File: config.mk
export PLATFORM = sky130hd
export DESIGN_NAME = systolic_feeder_flat
export DESIGN_NICKNAME = d
export VERILOG_FILES = /design/src/rtl/systolic_feeder_if.sv /design/src/rtl/systolic_feeder.sv /design/src/flat_wrapper.sv
export SDC_FILE = /design/constraint.sdc
export NUM_CORES = 1
export LEC_CHECK = 0
export BUFFER_PORTS_ARGS = -buffer_cell sky130_fd_sc_hd__buf_2
export CORE_ASPECT_RATIO = 1.75
export CORE_MARGIN = 2
export CORE_UTILIZATION = 45
export CTS_BUF_LIST = sky130_fd_sc_hd__clkbuf_8 sky130_fd_sc_hd__clkbuf_16
export DETAILED_ROUTE_END_ITERATION = 10
export PLACE_DENSITY = 0.79
export SYNTH_ARGS = -nofsm -noshare
export SYNTH_HDL_FRONTEND = slang
export SYNTH_SLANG_ARGS = --single-unit
File: constraint.sdc
create_clock -name clk -period 3.3 [get_ports clk]
set_clock_uncertainty 0.2 [all_clocks]
set_input_delay 0.165 -clock clk [delete_from_list [all_inputs] [get_ports clk]]
set_output_delay 0.165 -clock clk [all_outputs]
set_load 0.02 [all_outputs]
File: src/rtl/systolic_feeder_if.sv
// Handshake and array-side bundle for systolic_feeder.
// Both input channels transfer on a cycle where valid && ready are high at posedge clk;
// the source holds valid/data stable until that edge, and ready never depends on valid.
interface systolic_feeder_if #(
    parameter int K     = 2,
    parameter int DW    = 8,
    parameter int DEPTH = 4
);
    logic                          in_valid;
    logic                          in_ready;
    logic [K-1:0][DW-1:0]          in_data;
    logic                          w_valid;
    logic                          w_ready;
    logic [K-1:0][K-1:0][DW-1:0]   w_data;
    logic                          load_weights;
    logic [K-1:0][K-1:0][DW-1:0]   weights_out;
    logic [K-1:0][DW-1:0]          arr_data;
    logic [K-1:0]                  arr_valid;
    logic                          busy;
    logic [$clog2(DEPTH+1)-1:0]    level;
    logic [1:0]                    dbg_state;

    modport master (
        output in_valid, in_data, w_valid, w_data,
        input  in_ready, w_ready, load_weights, weights_out,
        input  arr_data, arr_valid, busy, level, dbg_state
    );

    modport slave (
        input  in_valid, in_data, w_valid, w_data,
        output in_ready, w_ready, load_weights, weights_out,
        output arr_data, arr_valid, busy, level, dbg_state
    );
endinterface

File: src/rtl/systolic_feeder.sv
// Activation FIFO + weight latch feeding a KxK systolic array with per-lane diagonal skew.
// Optional FEEDER_ZERO_PAD_EN: force arr_data lanes to zero while their valid is low.
module systolic_feeder #(
    parameter int K     = 2,
    parameter int DW    = 8,
    parameter int DEPTH = 4
) (
    input  logic             clk,
    input  logic             rst,
    systolic_feeder_if.slave bus
);
    localparam int AW = (DEPTH > 1) ? $clog2(DEPTH) : 1;
    localparam int LW = $clog2(DEPTH + 1);
    localparam int CW = (K > 1) ? $clog2(K) : 1;

    typedef logic [K-1:0][DW-1:0] vec_t;
    typedef enum logic [1:0] {
        S_IDLE   = 2'd0,
        S_WLOAD  = 2'd1,
        S_STREAM = 2'd2,
        S_DRAIN  = 2'd3
    } state_t;

    state_t          state, state_nxt;
    logic [CW-1:0]   drain_cnt, drain_cnt_nxt;
    logic            wl_done;
    logic            pop;
    logic            push;
    logic            w_take;

    // ---------------- activation FIFO ----------------
    vec_t            mem [DEPTH];
    logic [AW-1:0]   wr_ptr, rd_ptr;
    logic [LW-1:0]   count;
    logic            full, empty;
    vec_t            head;

    assign full  = (count == LW'(DEPTH));
    assign empty = (count == '0);
    assign push  = bus.in_valid && !full;
    assign head  = mem[rd_ptr];

    always_ff @(posedge clk) begin
        if (push) mem[wr_ptr] <= bus.in_data;
    end

    // Pointers wrap naturally because DEPTH is a power of two.
    always_ff @(posedge clk) begin
        if (rst) begin
            wr_ptr <= '0;
            rd_ptr <= '0;
            count  <= '0;
        end else begin
            if (push) wr_ptr <= wr_ptr + AW'(1);
            if (pop)  rd_ptr <= rd_ptr + AW'(1);
            case ({push, pop})
                2'b10:   count <= count + LW'(1);
                2'b01:   count <= count - LW'(1);
                default: count <= count;
            endcase
        end
    end

    // ---------------- control FSM ----------------
    always_ff @(posedge clk) begin
        if (rst) begin
            state     <= S_IDLE;
            drain_cnt <= '0;
        end else begin
            state     <= state_nxt;
            drain_cnt <= drain_cnt_nxt;
        end
    end

    always_comb begin
        state_nxt     = state;
        drain_cnt_nxt = drain_cnt;
        pop           = 1'b0;
        w_take        = 1'b0;
        case (state)
            S_IDLE: begin
                if (bus.w_valid) begin
                    w_take    = 1'b1;
                    state_nxt = S_WLOAD;
                end else if (!empty && wl_done) begin
                    pop       = 1'b1;
                    state_nxt = S_STREAM;
                end
            end
            S_WLOAD: state_nxt = S_IDLE;
            S_STREAM: begin
                if (!empty) begin
                    pop = 1'b1;
                end else if (K == 1) begin
                    state_nxt = S_IDLE;
                end else begin
                    state_nxt     = S_DRAIN;
                    drain_cnt_nxt = CW'(K - 1);
                end
            end
            S_DRAIN: begin
                drain_cnt_nxt = drain_cnt - CW'(1);
                if (drain_cnt_nxt == '0) state_nxt = S_IDLE;
            end
            default: state_nxt = S_IDLE;
        endcase
    end

    // Weights are only sampled in IDLE, so nothing in the skew can see a weight change.
    always_ff @(posedge clk) begin
        if (rst) begin
            wl_done         <= 1'b0;
            bus.weights_out <= '0;
        end else if (w_take) begin
            wl_done         <= 1'b1;
            bus.weights_out <= bus.w_data;
        end
    end

    // ---------------- diagonal skew ----------------
    logic [K-1:0] lane_v;
    vec_t         lane_d;

    for (genvar i = 0; i < K; i++) begin : g_lane
        logic [i:0]    v_pipe;
        logic [DW-1:0] d_pipe [i+1];

        always_ff @(posedge clk) begin
            if (rst) begin
                v_pipe <= '0;
                for (int j = 0; j <= i; j++) d_pipe[j] <= '0;
            end else begin
                v_pipe[0] <= pop;
                if (pop) d_pipe[0] <= head[i];
                for (int j = 1; j <= i; j++) begin
                    v_pipe[j] <= v_pipe[j-1];
                    d_pipe[j] <= d_pipe[j-1];
                end
            end
        end

        assign lane_v[i] = v_pipe[i];
        assign lane_d[i] = d_pipe[i];
    end

    vec_t arr_data_q;
`ifdef FEEDER_ZERO_PAD_EN
    always_comb begin
        arr_data_q = '0;
        for (int i = 0; i < K; i++) begin
            if (lane_v[i]) arr_data_q[i] = lane_d[i];
        end
    end
`else
    assign arr_data_q = lane_d;
`endif

    // ---------------- outputs ----------------
    assign bus.in_ready     = !full;
    assign bus.w_ready      = (state == S_IDLE);
    assign bus.load_weights = (state == S_WLOAD);
    assign bus.busy         = (state != S_IDLE);
    assign bus.level        = count;
    assign bus.arr_valid    = lane_v;
    assign bus.arr_data     = arr_data_q;
    assign bus.dbg_state    = state;

    a_no_underflow: assert property (@(posedge clk) disable iff (rst) pop |-> !empty);
    a_level_bound:  assert property (@(posedge clk) disable iff (rst) count <= LW'(DEPTH));

endmodule
File: src/flat_wrapper.sv
// flat-port wrapper written by rule: the top's interface ports become plain ports
module systolic_feeder_flat 
#(
    parameter int K     = 2,
    parameter int DW    = 8,
    parameter int DEPTH = 4
)
  (clk, rst, bus_in_valid, bus_in_data, bus_w_valid, bus_w_data, bus_in_ready, bus_w_ready, bus_load_weights, bus_weights_out, bus_arr_data, bus_arr_valid, bus_busy, bus_level, bus_dbg_state);
  systolic_feeder_if #(.K(K), .DW(DW), .DEPTH(DEPTH)) bus_i ();
  input  logic clk;
  input  logic rst;
  input wire logic [$bits(bus_i.in_valid)-1:0] bus_in_valid;
  input wire logic [$bits(bus_i.in_data)-1:0] bus_in_data;
  input wire logic [$bits(bus_i.w_valid)-1:0] bus_w_valid;
  input wire logic [$bits(bus_i.w_data)-1:0] bus_w_data;
  output wire logic [$bits(bus_i.in_ready)-1:0] bus_in_ready;
  output wire logic [$bits(bus_i.w_ready)-1:0] bus_w_ready;
  output wire logic [$bits(bus_i.load_weights)-1:0] bus_load_weights;
  output wire logic [$bits(bus_i.weights_out)-1:0] bus_weights_out;
  output wire logic [$bits(bus_i.arr_data)-1:0] bus_arr_data;
  output wire logic [$bits(bus_i.arr_valid)-1:0] bus_arr_valid;
  output wire logic [$bits(bus_i.busy)-1:0] bus_busy;
  output wire logic [$bits(bus_i.level)-1:0] bus_level;
  output wire logic [$bits(bus_i.dbg_state)-1:0] bus_dbg_state;
  assign bus_i.in_valid = bus_in_valid;
  assign bus_i.in_data = bus_in_data;
  assign bus_i.w_valid = bus_w_valid;
  assign bus_i.w_data = bus_w_data;
  assign bus_in_ready = bus_i.in_ready;
  assign bus_w_ready = bus_i.w_ready;
  assign bus_load_weights = bus_i.load_weights;
  assign bus_weights_out = bus_i.weights_out;
  assign bus_arr_data = bus_i.arr_data;
  assign bus_arr_valid = bus_i.arr_valid;
  assign bus_busy = bus_i.busy;
  assign bus_level = bus_i.level;
  assign bus_dbg_state = bus_i.dbg_state;
  systolic_feeder #(.K(K), .DW(DW), .DEPTH(DEPTH)) u_core (.clk(clk), .rst(rst), .bus(bus_i));
endmodule
Word-level counts from Yosys, hierarchy flattened

Memories as Yosys holds them, arrays and structs flattened. A register that Yosys moved wholly into a read port is not among the register bits.
Cells that the tools add are included.

Memory bits (writable): 88
Input bits: 52
Logic and storage cells: 71
Register bits after elaboration: 46
Memories kept: 3
Output and inout bits: 59

Memories:

| memory                  | depth | bits a word | read ports | clocked after memory_dff | wr ports | RTL line               | text |
|---|---|---|---|---|---|---|---|
| u_core.mem              | 4     | 16          | 1          | 1                        | 1        | systolic_feeder.sv:32  | `vec_t mem [DEPTH];` |
| u_core.g_lane[1].d_pipe | 2     | 8           | 2          | 0                        | 2        | systolic_feeder.sv:126 | `logic [DW-1:0] d_pipe [i+1];` |
| u_core.g_lane[0].d_pipe | 1     | 8           | 1          | 0                        | 1        | systolic_feeder.sv:126 |  |

Bitwise logic cells: 2
Equality and inequality tests: 9
$add $sub $neg: 5
Reductions and logical operators: 12
Mux-type cells: 28

Operators with widths:

| kind                | number |
|---|---|
| $mux 8              | 3 |
| $mux 1              | 15 |
| $mux 2              | 6 |
| $pmux 2 s4          | 1 |
| $reduce_or 8->1     | 1 |
| $eq 2x2->1 const B  | 3 |
| $pmux 3 s2          | 1 |
| $reduce_bool 2->1   | 3 |
| $add 2x1->2 const B | 2 |
| $eq 2x1->1 const B  | 2 |
| $pmux 1 s2          | 2 |
| $add 3x1->3 const B | 1 |
| $eq 3x3->1 const B  | 1 |
| $logic_not 3->1     | 1 |
| $ne 3x2->1 const B  | 1 |
| $reduce_and 3->1    | 1 |
| $sub 3x1->3 const B | 1 |
| $logic_and 1x1->1   | 2 |
| $logic_not 1->1     | 2 |
| $logic_not 2->1     | 1 |
| $ne 2x1->1 const B  | 1 |
| $ne 2x2->1 const B  | 1 |
| $or 1x1->1          | 2 |
| $reduce_and 2->1    | 1 |
| $sub 1x1->1 const B | 1 |

Logic depth before layout (Yosys ltp)

Gate-level depths: netlist (run 1).

Depth after elaboration: 11
Gate-level depth with buffers: 9
Depth with buffers taken out: 8

Worst setup path after synthesis (run 1)

Ideal clock, no wire load.

Path kind: register -> register
Start: reg u_core.count[2], in the netlist u_core.bus.level[2]
End: reg u_core.count[2], in the netlist u_core.bus.level[2]
Slack: 797 ps
Setup time: 70 ps
Data required time: 3,030 ps
Buffers on the path: 1
Period minus slack after synthesis: 2,503 ps
Cell stages (with the launch flop): 10
Arrival time: 2,233 ps
Cell sequence: dfxtp_1 > or3b_1 > buf_6 > nand2_1 > ha_1 > inv_1 > fa_1 > xor2_1 > or3_1 > a21oi_1

Elaborated cells between the ends (all ways): 16
Those cells by class: 2 x add/sub; 3 x eq/ne; 5 x mux; 6 x reduce/logical

RTL lines:

| what                                                   | RTL line              | text |
|---|---|---|
| start: declaration                                     | systolic_feeder.sv:34 | `logic [LW-1:0] count;` |
| start signal: assignment                               | systolic_feeder.sv:57 | `2'b10: count <= count + LW'(1);` |
| start signal: assignment                               | systolic_feeder.sv:58 | `2'b01: count <= count - LW'(1);` |
| start signal: assignment                               | systolic_feeder.sv:59 | `default: count <= count;` |
| $eq 3x3->1 (*)                                         | systolic_feeder.sv:38 | `assign full = (count == LW'(DEPTH));` |
| $logic_not 1->1 (*)                                    | -                     |  |
| net bus_in_ready                                       | flat_wrapper.sv:16    | `output wire logic [$bits(bus_i.in_ready)-1:0] bus_in_ready;` |
| $logic_and 1x1->1 (*)                                  | systolic_feeder.sv:40 | `assign push = bus.in_valid && !full;` |
| $eq 2x1->1 / $eq 2x2->1 (equally long branches)        | systolic_feeder.sv:56 | `case ({push, pop})` |
| $pmux 3 s2 / $reduce_bool 2->1 (equally long branches) | -                     |  |

Mark *: on every way through the listed nets, which the timed path passes. The rest lies on a longest branch.
A chain may end at the register's enable or synchronous reset.

Worst setup path after layout (run 1)

Start: reg u_core.count[2], in the netlist u_core.bus.level[2]
End: reg u_core.count[2], in the netlist u_core.bus.level[2]

Cells in the longest elaborated chain, start to end: 8
Elaborated cells between the ends (all ways): 16
Those cells by class: 2 x add/sub; 3 x eq/ne; 5 x mux; 6 x reduce/logical

Ends and longest elaborated chain:

| what                                                   | RTL line              | text |
|---|---|---|
| $logic_not 3->1                                        | systolic_feeder.sv:39 | `assign empty = (count == '0);` |
| $logic_not 1->1                                        | systolic_feeder.sv:85 | `end else if (!empty && wl_done) begin` |
| $logic_and 1x1->1                                      | systolic_feeder.sv:85 |  |
| $mux 1                                                 | systolic_feeder.sv:85 |  |
| $mux 1                                                 | systolic_feeder.sv:82 | `if (bus.w_valid) begin` |
| $pmux 1 s2                                             | systolic_feeder.sv:80 | `case (state)` |
| $eq 2x1->1 / $eq 2x2->1 (equally long branches)        | systolic_feeder.sv:56 |  |
| $pmux 3 s2 / $reduce_bool 2->1 (equally long branches) | -                     |  |

Several ways; a longest one is shown, not always the timed one.

==> results of run 1 <==
[cell families after synthesis]
family	share of synthesized area
AOI/OAI and AO/OA	0.02681
xor gates and xnor gates	0.003351
adders and majority gates	0.01580
buffers and inverters	0.04452
DFF	0.6855
muxes	0.1410
other	0.0007174
and+or+nand+nor	0.08234
[final timing paths]
path,start,to,slack [ns],cells past startpoint
min,u_core.g_lane[1].v_pipe[0],u_core.g_lane[1].v_pipe[1],0.26,1
max reg2reg,u_core.bus.level[2],u_core.bus.level[2],0.75,8
max,u_core.bus.level[2],u_core.bus.level[2],0.75,8
min reg2reg,u_core.g_lane[1].v_pipe[0],u_core.g_lane[1].v_pipe[1],0.26,1
[cells in the final DEF, fill, tap and decap left out, types with 5 or more instances in the layout]
cell,instances
nor2_1,43
dfxtp_1,47
dlygate4sd3_1,62
ha_1,5
mux4_2,10
and2_1,8
nor2b_1,19
mux2i_1,32
clkbuf_16,17
conb_1,8
mux4_1,6
edfxtp_1,88
buf_2,110
inv_1,12
[final cells by class]
type | instances | area (sq um) | area share
Sequential cell | 135 | 3583 | 0.5088
Multi-Input combinational cell | 168 | 1444 | 0.2050
Timing Repair Buffer | 176 | 1201 | 0.1705
Clock buffer | 17 | 425.4 | 0.06040
Clock inverter | 15 | 175.2 | 0.02487
Tap cell | 135 | 168.9 | 0.02398
Inverter | 12 | 45.04 | 0.006395
[critical path, cell delays in order (launching register included)]
cell and delay (ns):
dfxtp_1 0.42, or3b_1 0.52, nand2_1 0.13, ha_1 0.19, inv_1 0.06, fa_1 0.37, xor2_1 0.15, or3_1 0.30
a21oi_1 0.14
[registers in the layout, indices dropped and copies added, names as in the netlist, named ones only]
name,count
u_core.mem,64
u_core.bus.level,3
u_core.bus.dbg_state,2
u_core.wl_done,1
u_core.drain_cnt,1
u_core.wr_ptr,2
u_core.bus.weights_out,32
u_core.g_lane.v_pipe,2
u_core.g_lane.d_pipe,24
u_core.rd_ptr,2
[metrics by stage]
step / setup WS, ns / area [sq um] / instances
2_1_floorplan: 0.7966 / 5254 / 340
3_3_place_gp: 0.8795 / 5822 / 564
3_5_place_dp: 0.7688 / 5822 / 564
4_1_cts: 0.7473 / 7043 / 658
5_1_grt: 0.6157 / 7043 / 658
6_report: 0.7506 / 7043 / 658
[timing repair]
item | 4_1_cts | 5_1_grt
hold buffers | 62 | 0
gates resized for setup | 0 | 0
buffers inserted | 0 | 0
hold endpoints to repair | 100 | 0
[power by group]
| part | internal [W] | switching [W] | leakage [nW] | total (W) |
|---|---|---|---|---|
| registers | 0.00191 | 0.0000487 | 1.22 | 0.00196 |
| logic | 0.000233 | 0.000278 | 1.39 | 0.000512 |
| clock network | 0.00119 | 0.000692 | 0.293 | 0.00188 |
| total | 0.00334 | 0.00102 | 2.91 | 0.00435 |
[per-layer routing]
metal | global-route usage | part of all wire | vias up | wire length, microns
met3 | 0.04692 | 0.052 | 24 | 538
met1 | 0.1866 | 0.38 | 1541 | 3929
li1 | - | - | 1542 | -
met4 | 0.08413 | 0.028 | 0 | 294
met5 | 0 | 0 | - | 0
met2 | 0.3164 | 0.54 | 100 | 5642
==> results.md, run 1 <==
* Status: finished, final reports clean
* Critical Path End Type: register
* Vias in the first global route at ~3400
* Post-Syn Area at around 5200 sq um
* Cells after synthesis at ~330
* Worst EP arrival at around 2.7 ns
* Core Area at 11450 sq um
* Final period utilization at 0.7725
* Row count at 52
* DR DRC count at 0
* Die Ht at ~150 microns
* DRT iter0 DRCs at ~150
* Top-level port count at roughly 110
* Maximum VDD drop at 391.0 uV
* Hold_ws at 0.2649 ns
* Overall routing resource usage at 0.1761
* Total grt overflow at 0
* #FFs+latches synth at between 100 and 150
* Post-Route WL at about 10 mm
* Measured slew at the worst slew-check pin at about 0.93 ns
* Pin count of the biggest net entering global routing at 32
* # setup viols final at 0
* Initial antenna violation count at 0
* Synth warnings at 0
* First-pass GRT wire length at between 15 and 20 mm
* Die area at ~13000 sq um
* Top-count cell post-synth: edfxtp_1
* Die width at ~85 microns
* Type of the worst min-delay path: register to register
* CP Launch Type: register
* Worst-path clk slew at around 0.06 ns
* Synth async-reset ratio at 0
* Critical path type: register to register
* Vias/cell at roughly 5
* Distinct cell type count after synthesis at just over 40
* Pre-Repair DR Iteration Count at 4
* Post-DP HPWL at 6.530 mm
* Total of max-cap violations at 0
* Max-slew violations at 0
* Top cells by area, synth: edfxtp_1, dfxtp_1, mux2i_1, mux4_2, nor2_1
* Min Clock Period, post-route at ~2.5 ns
* Commonest cells post-synth: edfxtp_1, dfxtp_1, nor2_1, mux2i_1, nor2b_1
* Leakage at between 2 and 3 nW
* Via count at between 3000 and 4000
* Max clock buf depth at 2
* Wire per inst at between 15 and 20 microns
* Crit path max fanout at 10
* Core Util, Final at 0.6151
* Final hold vios at 0
* Overall power at around 0.0044 W
* FMAX at between 300 and 400 MHz
* Layout cells sized above 1 at 0.3136
* Max-slew headroom at 0.3777
* RSZ-0062 raised after global routing: no
* Top_reg_cell synth: edfxtp_1
* Num CTS Buffers at 17
* Port bufs at 110
* Synth top area share at 0.5055
* Starting Density at 0.4565
* Setup TNS at 0 ns
* Power Dens Cells at 618.3 nW/um^2
* Routed Antenna Nets at 0
* Placer Congestion at approximately 0.76
* Largest area contributor in the netlist: edfxtp_1
* Max H-tree Level at 4
* Root Buffer: clkbuf_16
* Register area share after synthesis at 0.6855
* Post-Syn Area per Cell at around 16 sq um
* Skew-Pair Late Insertion Delay at ~0.41 ns
* Layout net count at around 570
* CTS tree: done
* Synthesis-to-finish area growth at 34.73%
* EDFF count, synth at 88
* Antenna cells at 0
* Worst Path Required at around 3.4 ns
* Fillers at roughly 800
* Clk sinks at 135
Note: power is estimated with default switching activity, not from simulation.
==> inputs of run 2 (changes only) <==
--- a/config.mk
+++ b/config.mk
@@ -5,6 +5,7 @@
 export SDC_FILE = /design/constraint.sdc
 export NUM_CORES = 1
 export LEC_CHECK = 0
+export ABC_AREA = 1
 export BUFFER_PORTS_ARGS = -buffer_cell sky130_fd_sc_hd__buf_2
 export CORE_ASPECT_RATIO = 1.75
 export CORE_MARGIN = 2
==> constraint.sdc (replaced) <==
create_clock -name clk -period 2.43 [get_ports clk]
set_clock_uncertainty 0.2 [all_clocks]
set_input_delay 0.1215 -clock clk [delete_from_list [all_inputs] [get_ports clk]]
set_output_delay 0.1215 -clock clk [all_outputs]
set_load 0.02 [all_outputs]
==> run 2 against run 1 <==
Against the previous run:
- cell area is essentially flat
- highest routed layer unchanged
- die area about the same
- global-route usage grew 2.0 points
- largest power group unchanged
==> results.md, run 2 <==
* Pre-Repair DR Iteration Count at 7 (+3)
* Worst R2R Start: u_core.bus.dbg_state[0]
* Synth warnings at 0 (unchanged)
* Top-level port count at 111 (unchanged)
* Vias in the first global route at 4208 (+24%)
* Overall routing resource usage at 0.1960 (+0.01991)
* Clk sinks at 135 (unchanged)
* Setup crit start: u_core.bus.dbg_state[0]
* Type of the worst min-delay path: register to register
* Synth top area share at 0.5050 (about the same)
* Leakage at 2.997 nW (+3.1%)
* Min Clock Period, post-route at 2.344 ns (-0.2057 ns)
* Design internal power at 0.005443 W (+63%)
* Skew-Pair Late Insertion Delay at 0.41 ns (about the same)
* Setup TNS at 0 ns (unchanged)
* Fin area at 7048 sq um (about the same)
* FMAX at 426.7 MHz (+8.8%)
* Worst Path Required at 2.57 ns (-0.87 ns)
* Max-slew headroom at 0.4772 (+0.09945)
* Layout net count at 703 (+24%)
* Register area share after synthesis at 0.6848 (about the same)
* Synthesis-to-finish area growth at 34.70% (about the same)
* R2R cell count at 13 (+5)
* Num CTS Buffers at 17 (unchanged)
* Max-slew violations at 0 (unchanged)
* Post-Route WL at 11.79 mm (+13%)
* #FFs+latches synth at 135 (unchanged)
* Top cells by area, synth: edfxtp_1, dfxtp_1, nor2_1, o21ai_0, inv_1
* Post-Syn Area per Cell at 10.90 sq um (-31%)
* CP cell instances: inv_2 -> nand2_4 -> nor2_4 -> nand3_4 -> nand2_4 -> ha_1 -> inv_1 -> fa_1 -> a21oi_1 -> o21ai_1 -> nand2_1 -> nand2_1 -> nor2_1
* Synth async-reset ratio at 0 (unchanged)
* Die area at 12540 sq um (about the same)
* Critical path type: register to register
* Post-DP HPWL at 6.996 mm (+7.1%)
* Via count at 3973 (+24%)
* EDFF count, synth at 88 (unchanged)
* Initial antenna violation count at 0 (unchanged)
* Core Util, Final at 0.6155 (about the same)
* Die width at 85.52 microns (about the same)
* Routed Antenna Nets at 0 (unchanged)
* Maximum VDD drop at 720.9 uV (+84%)
* Core Area at 11450 sq um (unchanged)
* Worst path max stage delay at 0.41 ns (-0.11 ns)
* Pin count of the biggest net entering global routing at 39 (+22%)
* Measured slew at the worst slew-check pin at 0.7834 ns (-0.1500 ns)
* Most flops, register: u_core.mem
* Top_reg_cell synth: edfxtp_1
* Distinct cell type count after synthesis at 28 (-32%)
* Sw frac at 0.3142 (+0.08007)
* Starting Density at 0.4569 (about the same)
* Largest registers: u_core.mem: 64 flops, u_core.bus.weights_out: 32 flops, u_core.g_lane.d_pipe: 24 flops
* CTS tree: done
* Crit-path slowest cell: fa_1
* Vias/cell at 5.010 (+2.8%)
* Cells after synthesis at 480 (+44%)
* Sequential cell fraction of total power at 0.388 (-0.062)
* Most frequent cells in the layout: nor2_1, buf_2, edfxtp_1
* Worst-path clk slew at 0.06 ns (about the same)
* Root Buffer: clkbuf_16
* Wire per inst at 14.87 microns (-6.0%)
* # setup viols final at 0 (unchanged)
* Overall power at 0.007936 W (+82%)
* Buf/Inv on CP at 2 (+1)
* Port bufs at 110 (unchanged)
* CP delay by family, top: simple AND/OR/NAND/NOR gates
* Max H-tree Level at 4 (unchanged)
* Switching pwr at 0.002493 W (+140%)
* Top-count cell post-synth: nor2_1
* Total grt overflow at 0 (unchanged)
* Row count at 52 (unchanged)
* Commonest non-fill, non-tap cell in the layout: nor2_1
* Reg2reg setup slack at 0.09 ns (-0.66 ns)
* Clock share of power at 0.357 (-0.075)
* Largest area contributor in the netlist: edfxtp_1
* Placer Congestion at 0.7888 (+3.2%)
* Total of max-cap violations at 0 (unchanged)
* Power Dens Cells at 1126 nW/um^2 (+82%)
* DRT iter0 DRCs at 267 (+75%)
* Die Ht at 146.7 microns (about the same)
* Status: finished, final reports clean
* CP Launch Type: register
* Cell depth of the worst setup path at 13 (+5)
* Max clock buf depth at 2 (unchanged)
* Cell Area, Placed at 5866 sq um (+0.75%)
* Layout cells sized above 1 at 0.2629 (-0.05066)
* Comb power frac at 0.255 (+0.138)
* Critical Path Sink: u_core.bus.level[2]
* First-pass GRT wire length at 19.11 mm (+14%)
* Worst EP arrival at 2.49 ns (-0.20 ns)
* Antenna cells at 0 (unchanged)
* Worst R2R End: u_core.bus.level[2]
* DR DRC count at 0 (unchanged)
* Final period utilization at 0.9645 (+0.1919)
* Max FFs per register at 64 (unchanged)
* Post-Syn Area at 5233 sq um (about the same)
* Hold_ws at 0.2177 ns (-0.04720 ns)
* Crit path max fanout at 4 (-6)
* Commonest cells post-synth: nor2_1, edfxtp_1, o21ai_0, dfxtp_1, inv_1
* Critical Path End Type: register
* RSZ-0062 raised after global routing: no
* Final hold vios at 0 (unchanged)
==> run 2: cell types whose count changed after synthesis, moves of 5 or more <==
cell	previous run	this run
buf_2	2	15
mux4_2	10	0
nor2_1	43	151
buf_6	5	0
nand2_1	1	11
o21ai_1	0	6
mux2i_1	32	0
o21ai_0	3	62
inv_1	11	26
a21oi_2	2	8
nor2b_1	19	0
a21oi_1	4	17
mux4_1	6	0
and2_1	8	0
==> run 2: cells by family after synthesis <==
family                     Yosys count  synth area share
and+or+nand+nor                    180            0.1444
DFF                                135            0.6848
AOI/OAI and AO/OA                   94           0.09589
buffers and inverters               63           0.05667
adders and majority gates            6           0.01578
xor gates and xnor gates             1          0.001674
other                                1         0.0007167
==> run 2: repair_timing <==
action,4_1_cts,5_1_grt
buffers inserted,0,1
endpoints found under the setup margin,0,1
endpoints found under the hold margin,101,0
gates resized for setup,0,2
hold buffers,51,0
==> run 2: power by group through the flow <==
stage / Sequential (W) / Clock (W) / Combinational, W
floorplan: 0.00337 / 0 / 0.00107
global placement: 0.00309 / 0 / 0.00181
detailed placement: 0.00311 / 0 / 0.00190
CTS: 0.00307 / 0.00285 / 0.00197
global route: 0.00312 / 0.00296 / 0.00221
finish: 0.00308 / 0.00283 / 0.00203
==> run 2: per-stage QoR <==
stage | instances | setup WS (ns)
after detailed placement | 709 | 0.1012
after global routing | 793 | 0.01053
final | 793 | 0.08629
after CTS | 792 | 0.08500
after floorplan | 487 | 0.1352
after global placement | 709 | 0.3128
==> run 2: cell type report <==
| cell class | count | area, sq um |
|---|---|---|
| clock buffer | 17 | 425.4 |
| clock inverter | 15 | 234.0 |
| fill | 845 | 4403 |
| inverter | 31 | 116.4 |
| multi-input combinational | 289 | 1384 |
| sequential | 135 | 3583 |
| tap | 135 | 168.9 |
| timing repair buffer | 171 | 1136 |
==> run 2: worst reg2reg max path, stage by stage (launching register included) <==
cell	delay (ns)
dfxtp_1	0.37
inv_2	0.11
nand2_4	0.08
nor2_4	0.17
nand3_4	0.11
nand2_4	0.10
ha_1	0.15
inv_1	0.07
fa_1	0.41
a21oi_1	0.16
o21ai_1	0.11
nand2_1	0.09
nand2_1	0.05
nor2_1	0.10
==> run 2: how the worst min path moves through the flow <==
| stage | start | slack (ns) | endpoint | depth (start not counted) |
|---|---|---|---|---|
| floorplan | bus_in_data[0] | 0.02 | u_core.mem[0][0] | 0 |
| global placement | bus_in_data[13] | 0.13 | u_core.mem[1][13] | 1 |
| detailed placement | bus_in_data[10] | 0.14 | u_core.mem[1][10] | 1 |
| CTS | u_core.g_lane[1].v_pipe[0] | 0.22 | u_core.g_lane[1].v_pipe[1] | 2 |
| global route | u_core.g_lane[1].v_pipe[0] | 0.25 | u_core.g_lane[1].v_pipe[1] | 2 |
| finish | u_core.g_lane[1].v_pipe[0] | 0.22 | u_core.g_lane[1].v_pipe[1] | 2 |
==> run 2: per-layer routing <==
layer | up-vias | part of all wire | global-route usage
met5 | - | 0 | 0
met2 | 181 | 0.54 | 0.3582
li1 | 1921 | - | -
met3 | 40 | 0.061 | 0.06162
met1 | 1831 | 0.36 | 0.1921
met4 | 0 | 0.035 | 0.1008
==> inputs of run 3 (changes only) <==
==> constraint.sdc (replaced) <==
create_clock -name clk -period 2.55 [get_ports clk]
set_clock_uncertainty 0.2 [all_clocks]
set_input_delay 0.51 -clock clk [delete_from_list [all_inputs] [get_ports clk]]
set_output_delay 0.51 -clock clk [all_outputs]
set_load 0.02 [all_outputs]
==> run 3 against run 2 <==
Against the previous run:
- worst hold slack worse by 0.10 ns
- sequential share of layout area grew 4.8 points
- register-to-register slack gained 0.23 ns
- non-clock buffer count shrank 51
- largest cell class unchanged
- highest routed layer unchanged
==> results.md, run 3 (synthesis gave the netlist of run 2 again) <==
* Status: finished, final reports clean
* R2R cell count at 12 (-1)
* Wire per inst at 14.05 microns (-5.5%)
* FMAX at 448.3 MHz (+5.1%)
* CP cell instances: inv_2 -> nor2_2 -> nand2_2 -> nand2_4 -> ha_1 -> inv_1 -> fa_1 -> a21oi_1 -> o21ai_0 -> nand2_1 -> nand2_1 -> nor2_1
* Layout cells sized above 1 at 0.2834 (+0.02044)
* Starting Density at 0.4569 (unchanged)
* Top-level port count at 111 (unchanged)
* Core Area at 11450 sq um (unchanged)
* Port bufs at 110 (unchanged)
* Commonest non-fill, non-tap cell in the layout: nor2_1
* DR DRC count at 0 (unchanged)
* Final hold vios at 0 (unchanged)
* Clk sinks at 135 (unchanged)
* Die width at 85.52 microns (unchanged)
* Buf/Inv on CP at 2 (unchanged)
* Worst-path clk slew at 0.06 ns (about the same)
* Final setup margin at 0.3195 ns (+0.2332 ns)
* Max clock buf depth at 2 (unchanged)
* Hold buffers post-CTS at 0 (-100%)
* First-pass GRT wire length at 16.73 mm (-12%)
* Reg2reg setup slack at 0.32 ns (+0.23 ns)
* Die Ht at 146.7 microns (unchanged)
* Total of max-cap violations at 0 (unchanged)
* Worst R2R Start: u_core.bus.dbg_state[1]
* Die area at 12540 sq um (unchanged)
* DRT iter0 DRCs at 291 (+9.0%)
* Max H-tree Level at 4 (unchanged)
* Type of the worst min-delay path: primary input to register
* Crit-path slowest cell: dfxtp_1
* Measured slew at the worst slew-check pin at 0.8010 ns (+0.01764 ns)
* Cell mode on critical path: nand2_1
* Maximum VDD drop at 616.9 uV (-14%)
* Core Util, Final at 0.5627 (-0.05278)
* Skew-Pair Late Insertion Delay at 0.41 ns (about the same)
* Worst path max stage delay at 0.38 ns (-0.03 ns)
* Post-Route WL at 10.44 mm (-11%)
* RSZ-0062 raised after global routing: no
* Placer Congestion at 0.7632 (-3.2%)
* Max FFs per register at 64 (unchanged)
* Worst Path Required at 2.70 ns (+0.13 ns)
* Min Clock Period, post-route at 2.231 ns (-0.1132 ns)
* Dpl ws at 0.1983 ns (+0.09709 ns)
* Max-slew headroom at 0.4654 (-0.01177)
* Post-DP HPWL at 6.912 mm (-1.2%)
* Num CTS Buffers at 17 (unchanged)
* Post-CTS Resized at 0 (unchanged)
* Most frequent cells in the layout: nor2_1, buf_2, edfxtp_1
* Setup TNS at 0 ns (unchanged)
* Routed Antenna Nets at 0 (unchanged)
* Setup crit start: u_core.bus.dbg_state[1]
* Total grt overflow at 0 (unchanged)
* Worst EP arrival at 2.38 ns (-0.11 ns)
* Leakage at 2.765 nW (-7.7%)
* Via count at 3732 (-6.1%)
* Fin area at 6444 sq um (-8.6%)
* Synthesis-to-finish area growth at 23.15%
* Critical Path Sink: u_core.bus.level[2]
* Crit path max fanout at 7 (+3)
* CP delay by family, top: simple AND/OR/NAND/NOR gates
* Overall routing resource usage at 0.1733 (-0.02266)
* Row count at 52 (unchanged)
* Pre-Repair DR Iteration Count at 7 (unchanged)
* Worst R2R End: u_core.bus.level[2]
* Cell depth of the worst setup path at 12 (-1)
* CTS tree: done
* # setup viols final at 0 (unchanged)
* Max-slew violations at 0 (unchanged)
* Critical Path End Type: register
* Power Dens Cells at 1091 nW/um^2 (-3.1%)
* Most flops, register: u_core.mem
* Initial antenna violation count at 1 (+1)
* Pin count of the biggest net entering global routing at 38 (-2.6%)
* Critical path type: register to register
* Vias/cell at 5.023 (+0.26%)
* Largest registers: u_core.mem: 64 flops, u_core.bus.weights_out: 32 flops, u_core.g_lane.d_pipe: 24 flops
* CP Launch Type: register
* Final period utilization at 0.8747 (-0.08978)
* Root Buffer: clkbuf_16
* Cell Area, Placed at 5873 sq um (+0.13%)
* Post-CTS setup buffers at 0 (unchanged)
* Layout net count at 652 (-7.3%)
* Vias in the first global route at 3585 (-15%)
## run 3: how the worst min path moves through the flow
stage	start	to	slack, ns	depth (start not counted)
floorplan	u_core.g_lane[1].v_pipe[0]	u_core.g_lane[1].v_pipe[1]	0.20	2
global placement	u_core.g_lane[1].v_pipe[0]	u_core.g_lane[1].v_pipe[1]	0.21	2
detailed placement	u_core.g_lane[1].v_pipe[0]	u_core.g_lane[1].v_pipe[1]	0.23	2
CTS	bus_in_data[1]	u_core.mem[1][1]	0.1	1
global route	bus_in_data[2]	u_core.mem[0][2]	0.1	1
finish	bus_w_data[4]	u_core.bus.weights_out[4]	0.12	3
## run 3: per-layer routing
layer	vias up	GRT usage	wire, microns
met5	-	0	0
met4	0	0.09206	346
met3	35	0.06388	749
met2	156	0.3023	5519
met1	1725	0.1762	3822
li1	1816	-	-
## run 3: worst min-delay path: cells and delay by family
| family | cells | cell delay (ns) |
|---|---|---|
| and+or+nand+nor | 2 | 0.11 |
| buffers and inverters | 1 | 0.08 |
## run 3: layout make-up
type                       instances  area [sq um]
multi-input combinational        289          1379
fill                             951          5007
inverter                          31         116.4
timing repair buffer             120         625.6
tap                              135         168.9
antenna                            1         2.502
clock inverter                    13         115.1
sequential                       135          3583
clock buffer                      19         452.9
## run 3: where the power goes
group | switching (W) | leakage (nW) | internal [W]
Clock | 0.000831 | 0.302 | 0.00147
Combinational | 0.00126 | 1.24 | 0.000541
Sequential | 0.000169 | 1.22 | 0.00276
## run 3: stage by stage
stage | hold WS [ns] | power [W] | std cells
after floorplan | 0.2034 | 0.004238 | 487
after global placement | 0.2088 | 0.004667 | 710
final | 0.1178 | 0.007030 | 743
after global routing | 0.09790 | 0.007387 | 743
after detailed placement | 0.2288 | 0.004764 | 710
after CTS | 0.09571 | 0.007081 | 742
